[config.mk]
export PLATFORM = sky130hd
export DESIGN_NAME = led_arbiter
export DESIGN_NICKNAME = d
export VERILOG_FILES = /design/src/rtl/led_arb_pkg.sv /design/src/rtl/tick_prescaler.sv /design/src/rtl/led_arbiter.sv
export SDC_FILE = /design/constraint.sdc
export NUM_CORES = 1
export LEC_CHECK = 0
export CAP_MARGIN = 10
export CORE_UTILIZATION = 35
export CTS_CLUSTER_SIZE = 10
export DETAILED_ROUTE_END_ITERATION = 6
export GPL_TIMING_DRIVEN = 0
export PLACE_DENSITY = 0.63
export SETUP_SLACK_MARGIN = 0.1
export SYNTH_ARGS = -nofsm -noshare
export SYNTH_HDL_FRONTEND = slang
export SYNTH_SLANG_ARGS = --single-unit
[constraint.sdc]
create_clock -name i_clk -period 3.2 [get_ports i_clk]
set_input_delay 0.32 -clock i_clk [delete_from_list [all_inputs] [get_ports i_clk]]
set_output_delay 0.32 -clock i_clk [all_outputs]
set_load 0.01 [all_outputs]
[src/rtl/led_arb_pkg.sv]
// Shared types and sizes for the LED bank arbiter.
// Four pattern sources compete for one 8-bit LED bank.
package led_arb_pkg;

    localparam int unsigned NUM_REQ = 4;
    localparam int unsigned LED_W   = 8;
    localparam int unsigned IDX_W   = $clog2(NUM_REQ);

    typedef enum logic [1:0] {
        StIdle  = 2'd0,
        StGrant = 2'd1,
        StGap   = 2'd2
    } arb_state_e;

    function automatic logic [NUM_REQ-1:0] idx_to_onehot(input logic [IDX_W-1:0] idx);
        logic [NUM_REQ-1:0] oh;
        oh      = '0;
        oh[idx] = 1'b1;
        return oh;
    endfunction

endpackage

[src/rtl/tick_prescaler.sv]
// Free-running divider that emits a one-cycle tick every DIV enabled cycles.
// Dropping en_i clears the count so the next enabled run starts from zero.
module tick_prescaler #(
    parameter int unsigned DIV = 4
) (
    input  logic clk_i,
    input  logic rst_i,
    input  logic en_i,
    output logic tick_o
);

    localparam int unsigned CntW = (DIV > 1) ? $clog2(DIV) : 1;
    localparam logic [CntW-1:0] CntMax = CntW'(DIV - 1);

    logic [CntW-1:0] cnt_q, cnt_d;

    always_comb begin
        cnt_d = '0;
        if (en_i) begin
            cnt_d = (cnt_q == CntMax) ? '0 : cnt_q + CntW'(1);
        end
    end

    assign tick_o = en_i && (cnt_q == CntMax);

    always_ff @(posedge clk_i or posedge rst_i) begin
        if (rst_i) begin
            cnt_q <= '0;
        end else begin
            cnt_q <= cnt_d;
        end
    end

endmodule

[src/rtl/led_arbiter.sv]
// Round-robin owner of an LED bank: a grant lasts SLOT_TICKS ticks or until the
// owner drops its request, followed by one blank GAP cycle and one IDLE cycle.
module led_arbiter
    import led_arb_pkg::*;
#(
    parameter int unsigned TICK_DIV   = 25_000_000,
    parameter int unsigned SLOT_TICKS = 4
) (
    input  logic               i_clk,
    input  logic               i_rst,
    input  logic [NUM_REQ-1:0] i_req,
    input  logic [LED_W-1:0]   i_pat0,
    input  logic [LED_W-1:0]   i_pat1,
    input  logic [LED_W-1:0]   i_pat2,
    input  logic [LED_W-1:0]   i_pat3,
    output logic [LED_W-1:0]   o_led,
    output logic [NUM_REQ-1:0] o_grant,
    output logic               o_busy
);

    localparam int unsigned SlotW = (SLOT_TICKS > 1) ? $clog2(SLOT_TICKS) : 1;
    localparam logic [SlotW-1:0] SlotMax = SlotW'(SLOT_TICKS - 1);

    arb_state_e         state_q, state_d;
    logic [IDX_W-1:0]   ptr_q, ptr_d;
    logic [IDX_W-1:0]   idx_q, idx_d;
    logic [SlotW-1:0]   slot_q, slot_d;
    logic [LED_W-1:0]   led_q, led_d;
    logic [NUM_REQ-1:0] grant_q, grant_d;
    logic               busy_q, busy_d;

    logic [LED_W-1:0]   pat [NUM_REQ];
    logic               own_req;
    logic               run_en;
    logic               tick;
    logic               slot_last;

    assign pat[0] = i_pat0;
    assign pat[1] = i_pat1;
    assign pat[2] = i_pat2;
    assign pat[3] = i_pat3;

    // First requester at or above ptr, wrapping modulo NUM_REQ.
    function automatic logic [IDX_W-1:0] rr_pick(input logic [NUM_REQ-1:0] req,
                                                 input logic [IDX_W-1:0]   ptr);
        logic [IDX_W-1:0] pick;
        logic [IDX_W-1:0] cand;
        logic             found;
        pick  = ptr;
        found = 1'b0;
        for (int i = 0; i < NUM_REQ; i++) begin
            cand = ptr + IDX_W'(i);
            if (!found && req[cand]) begin
                pick  = cand;
                found = 1'b1;
            end
        end
        return pick;
    endfunction

    // Counters run only while the owner keeps requesting, so both read 0 outside GRANT.
    assign own_req   = i_req[idx_q];
    assign run_en    = (state_q == StGrant) && own_req;
    assign slot_last = tick && (slot_q == SlotMax);

    tick_prescaler #(
        .DIV (TICK_DIV)
    ) u_tick (
        .clk_i  (i_clk),
        .rst_i  (i_rst),
        .en_i   (run_en),
        .tick_o (tick)
    );

    always_ff @(posedge i_clk or posedge i_rst) begin
        if (i_rst) begin
            state_q <= StIdle;
            ptr_q   <= '0;
            idx_q   <= '0;
            slot_q  <= '0;
        end else begin
            state_q <= state_d;
            ptr_q   <= ptr_d;
            idx_q   <= idx_d;
            slot_q  <= slot_d;
        end
    end

    always_comb begin
        state_d = state_q;
        ptr_d   = ptr_q;
        idx_d   = idx_q;
        slot_d  = '0;
        unique case (state_q)
            StIdle: begin
                if (|i_req) begin
                    state_d = StGrant;
                    idx_d   = rr_pick(i_req, ptr_q);
                end
            end
            StGrant: begin
                if (!own_req || slot_last) begin
                    state_d = StGap;
                end
            end
            StGap: begin
                state_d = StIdle;
                ptr_d   = idx_q + IDX_W'(1);
            end
            default: state_d = StIdle;
        endcase
        if (run_en) begin
            slot_d = slot_q;
            if (tick) begin
                slot_d = (slot_q == SlotMax) ? '0 : slot_q + SlotW'(1);
            end
        end
    end

    // Outputs are computed from the next state so the registers line up with it.
    always_comb begin
        led_d   = '0;
        grant_d = '0;
        busy_d  = 1'b0;
        if (state_d == StGrant) begin
            led_d   = pat[idx_d];
            grant_d = idx_to_onehot(idx_d);
            busy_d  = 1'b1;
        end
    end

    always_ff @(posedge i_clk or posedge i_rst) begin
        if (i_rst) begin
            led_q   <= '0;
            grant_q <= '0;
            busy_q  <= 1'b0;
        end else begin
            led_q   <= led_d;
            grant_q <= grant_d;
            busy_q  <= busy_d;
        end
    end

    assign o_led   = led_q;
    assign o_grant = grant_q;
    assign o_busy  = busy_q;

endmodule

==> qor.yml <==
status:
  outcome: "completed"
clock_network:
  cts_hold_buf: 0
  cts_setup_buffers: 0
  cts_resized: 0
  cts_buffers: 5
  htreeDepth: 2
  root_buffer: "clkbuf_8"
  cts_tree: "yes"
  path_clk_slew_ns: 0.09
  clock-sinks: 46
  clock_latency_ns: 0.30
  clock_path_buffers: 2
drt:
  drc: 0
  routed_wl_mm: 5.89
  drtIter0Drc: 68
  detail-route-antenna-nets: 0
  firstDrtPassIters: 4
  wl_per_cell_microns: 14.0
  vias_per_cell: 4.92
  via_count: 2073
timing:
  tightest_slew_ns: 0.504
  period_minus_slack_ns: 2.29
  tns_ns: 0
  post-route-period-util: 0.717
  relSlewSlack: 0.661
  fin_skew_ns: 0.00759
  hold_violations: 0
  fin_ws_ns: 0.906
  maxSlewViolCount: 0
  rsz0062_at_grt: "false"
  fmax_ghz: 0.436
  setup_viol: 0
layout:
  nFillCells: 660
  area_delta_synth_final_pct: 28.3
  layout-drive-gt1-share: 0.111
  finalNonFillerCells: 421
  layout.nets: 364
  n_antenna_cell: 0
grt:
  track_usage: 0.172
  grt_pass1_wl_mm: 10.0
  grt_start_max_net_pins: 40
  antenna_found_initial: 0
  grt_pass1_vias: 2101
  overflow: 0
place:
  place.port_buffers: 50
  gp_congestion: 0.798
  dp_hpwl_mm: 4.36
  place_inst: 413
  post-place-ws_ns: 0.569
floorplan:
  row_count: 30
  dieArea_sq_mm: 0.00773
  ios: 51
  dieWidth_microns: 87.9
  die_h_microns: 87.9
  core_area_sq_mm: 0.00694
  start_util: 0.372
logic_synthesis:
  synth-edff-count: 0
  yosysTopAreaCell: "dfrtp_1"
  synthMuxAreaShare: 0.0165
  yosys.area.top_type_share: 0.446
  synth_top_family_by_area: "simple AND/OR/NAND/NOR gates"
  syn_inst: 266
  synth.distinct_cells: 41
  ys.warnings.count: 0
  synth_commonest_cells: "46 x dfrtp_1, 38 x nor2_1, 25 x inv_1"
  synth_compound_area_frac: 0.180
  syn_area_sq_mm: 0.00258
  ys_seq_elements: 46
  synth_nets: 306
  synthAdderAreaFrac: 0.00969
  synthSimpleGateAreaFrac: 0.198
  seq_area_frac_synth: 0.446
  syn_avg_cell_area_sq_um: 9.71
  async_reset_ff_frac: 1.00
  ys.flop_type: "dfrtp_1"
  synth_area_leaders: "dfrtp_1 45%, xnor2_1 6.4%, nor2_1 5.5%, a221oi_2 4.7%, o21ai_0 3.9%"
  synth-xor-area-share: 0.0814
  yosysMostFrequentCell: "dfrtp_1"
worst_setup_path:
  worstPathRequired_ns: 3.40
  arrival_ns: 2.49
  critPathMaxFanout: 10
  critical_path_class: "primary input to register"
  crit_path_start_kind: "primary input"
  cp-end-kind: "register"
power:
  internal_power_w: 0.00144
  swShare: 0.409
  switchingPower_w: 0.000993
  cellPowerDensity_mw_per_mm2: 733
  leakage_nw: 1.32
  clockPowerShare: 0.147
  irDropWorstVdd_mv: 0.358
  seqPwrFrac: 0.320
  finalPower_w: 0.00243
  comb_power_share: 0.532
flow_run:
  drv_cap: 0
hold_path:
  hold_class: "primary input to async pin"
==> layout make-up <==
type	instances	area, sq um	share of cell area
tap	96	120	0.0363
timing repair buffer	51	520	0.157
clock buffer	5	68.8	0.0208
multi-input combinational	181	1250	0.378
clock inverter	3	21.3	0.00642
sequential	46	1150	0.347
inverter	27	101	0.0306
buffer	12	76.3	0.0230
==> final timing paths <==
path | end | slack [ns] | from | depth (start not counted)
setup reg to reg | u_tick.cnt_q[20] | 0.93 | u_tick.cnt_q[10] | 7
hold / removal | o_led[5] | 0.23 | i_rst | 2
hold reg to reg | u_tick.cnt_q[0] | 0.46 | u_tick.cnt_q[0] | 1
min in group i_clk | u_tick.cnt_q[0] | 0.46 | u_tick.cnt_q[0] | 1
setup / recovery | o_led[4] | 0.91 | i_req[1] | 9
max in group asynchronous | u_tick.cnt_q[8] | 2.51 | i_rst | 3
==> metrics by stage <==
step	hold WS (ns)	instance area [sq um]	utilization
after floorplan	0.424	2580	-
after global placement	0.440	3200	0.461
after detailed placement	0.449	3220	0.464
after CTS	0.228	3310	0.477
after global routing	0.255	3310	0.477
final	0.231	3310	0.477
==> state kept, by name, summed over array words and instances (netlist names) <==
register and count:
idx_q 2, ptr_q 2, u_tick.cnt_q 25, o_grant 4
o_busy 1, state_q 2, slot_q 2, o_led 8
==> power groups by stage <==
stage | Clock [W] | Sequential (W) | Combinational, W
global route | 0.000395 | 0.000800 | 0.00142
detailed placement | 0 | 0.000787 | 0.00130
CTS | 0.000373 | 0.000780 | 0.00131
floorplan | 0 | 0.000809 | 0.000864
finish | 0.000358 | 0.000778 | 0.00129
global placement | 0 | 0.000789 | 0.00128
==> cell usage in the layout, fill, tap and decap left out, types with 2 or more instances in the layout <==
cell type,instances
clkdlybuf4s50_1,50
dfrtp_1,46
nor2_1,38
inv_1,24
o21ai_0,20
xnor2_1,19
nand2_1,11
nor3_1,10
o311a_1,9
o32a_1,8
a221oi_2,8
nand3_1,7
and2_1,5
nand2b_1,5
xor2_1,5
clkbuf_8,5
nor4_1,4
nand4_1,4
clkbuf_1,4
buf_2,4
nor2b_1,3
buf_6,3
inv_2,3
and4_1,2
and3_1,2
nor4bb_1,2
nor2_2,2
mux2i_1,2
ha_1,2
==> logic make-up (layout without fill, tap and decap cells) <==
group                    count (synthesis)  after routing
AND/OR/NAND/NOR                        100            100
AO/OA/AOI/OAI                           52             52
flip-flops                              46             46
buffers and inverters                   39             98
XOR/XNOR                                24             24
multiplexers                             3              3
adder cells (fa/ha/maj)                  2              2
==> critical path: stages <==
cell and delay [ns]:
clkdlybuf4s50_1 0.58, nor4_2 0.09, nor3_2 0.30, o311a_1 0.26, buf_6 0.14, buf_2 0.20
buf_4 0.20, o21ai_0 0.12, a221oi_2 0.28
==> layer usage <==
layer	GRT usage	up-vias	wire, microns
met4	0.0611	0	105
li1	-	1050	-
met1	0.213	958	2680
met2	0.287	58	2780
met5	0	-	0
met3	0.0481	7	323
Note: power is estimated with default switching activity, not from simulation.
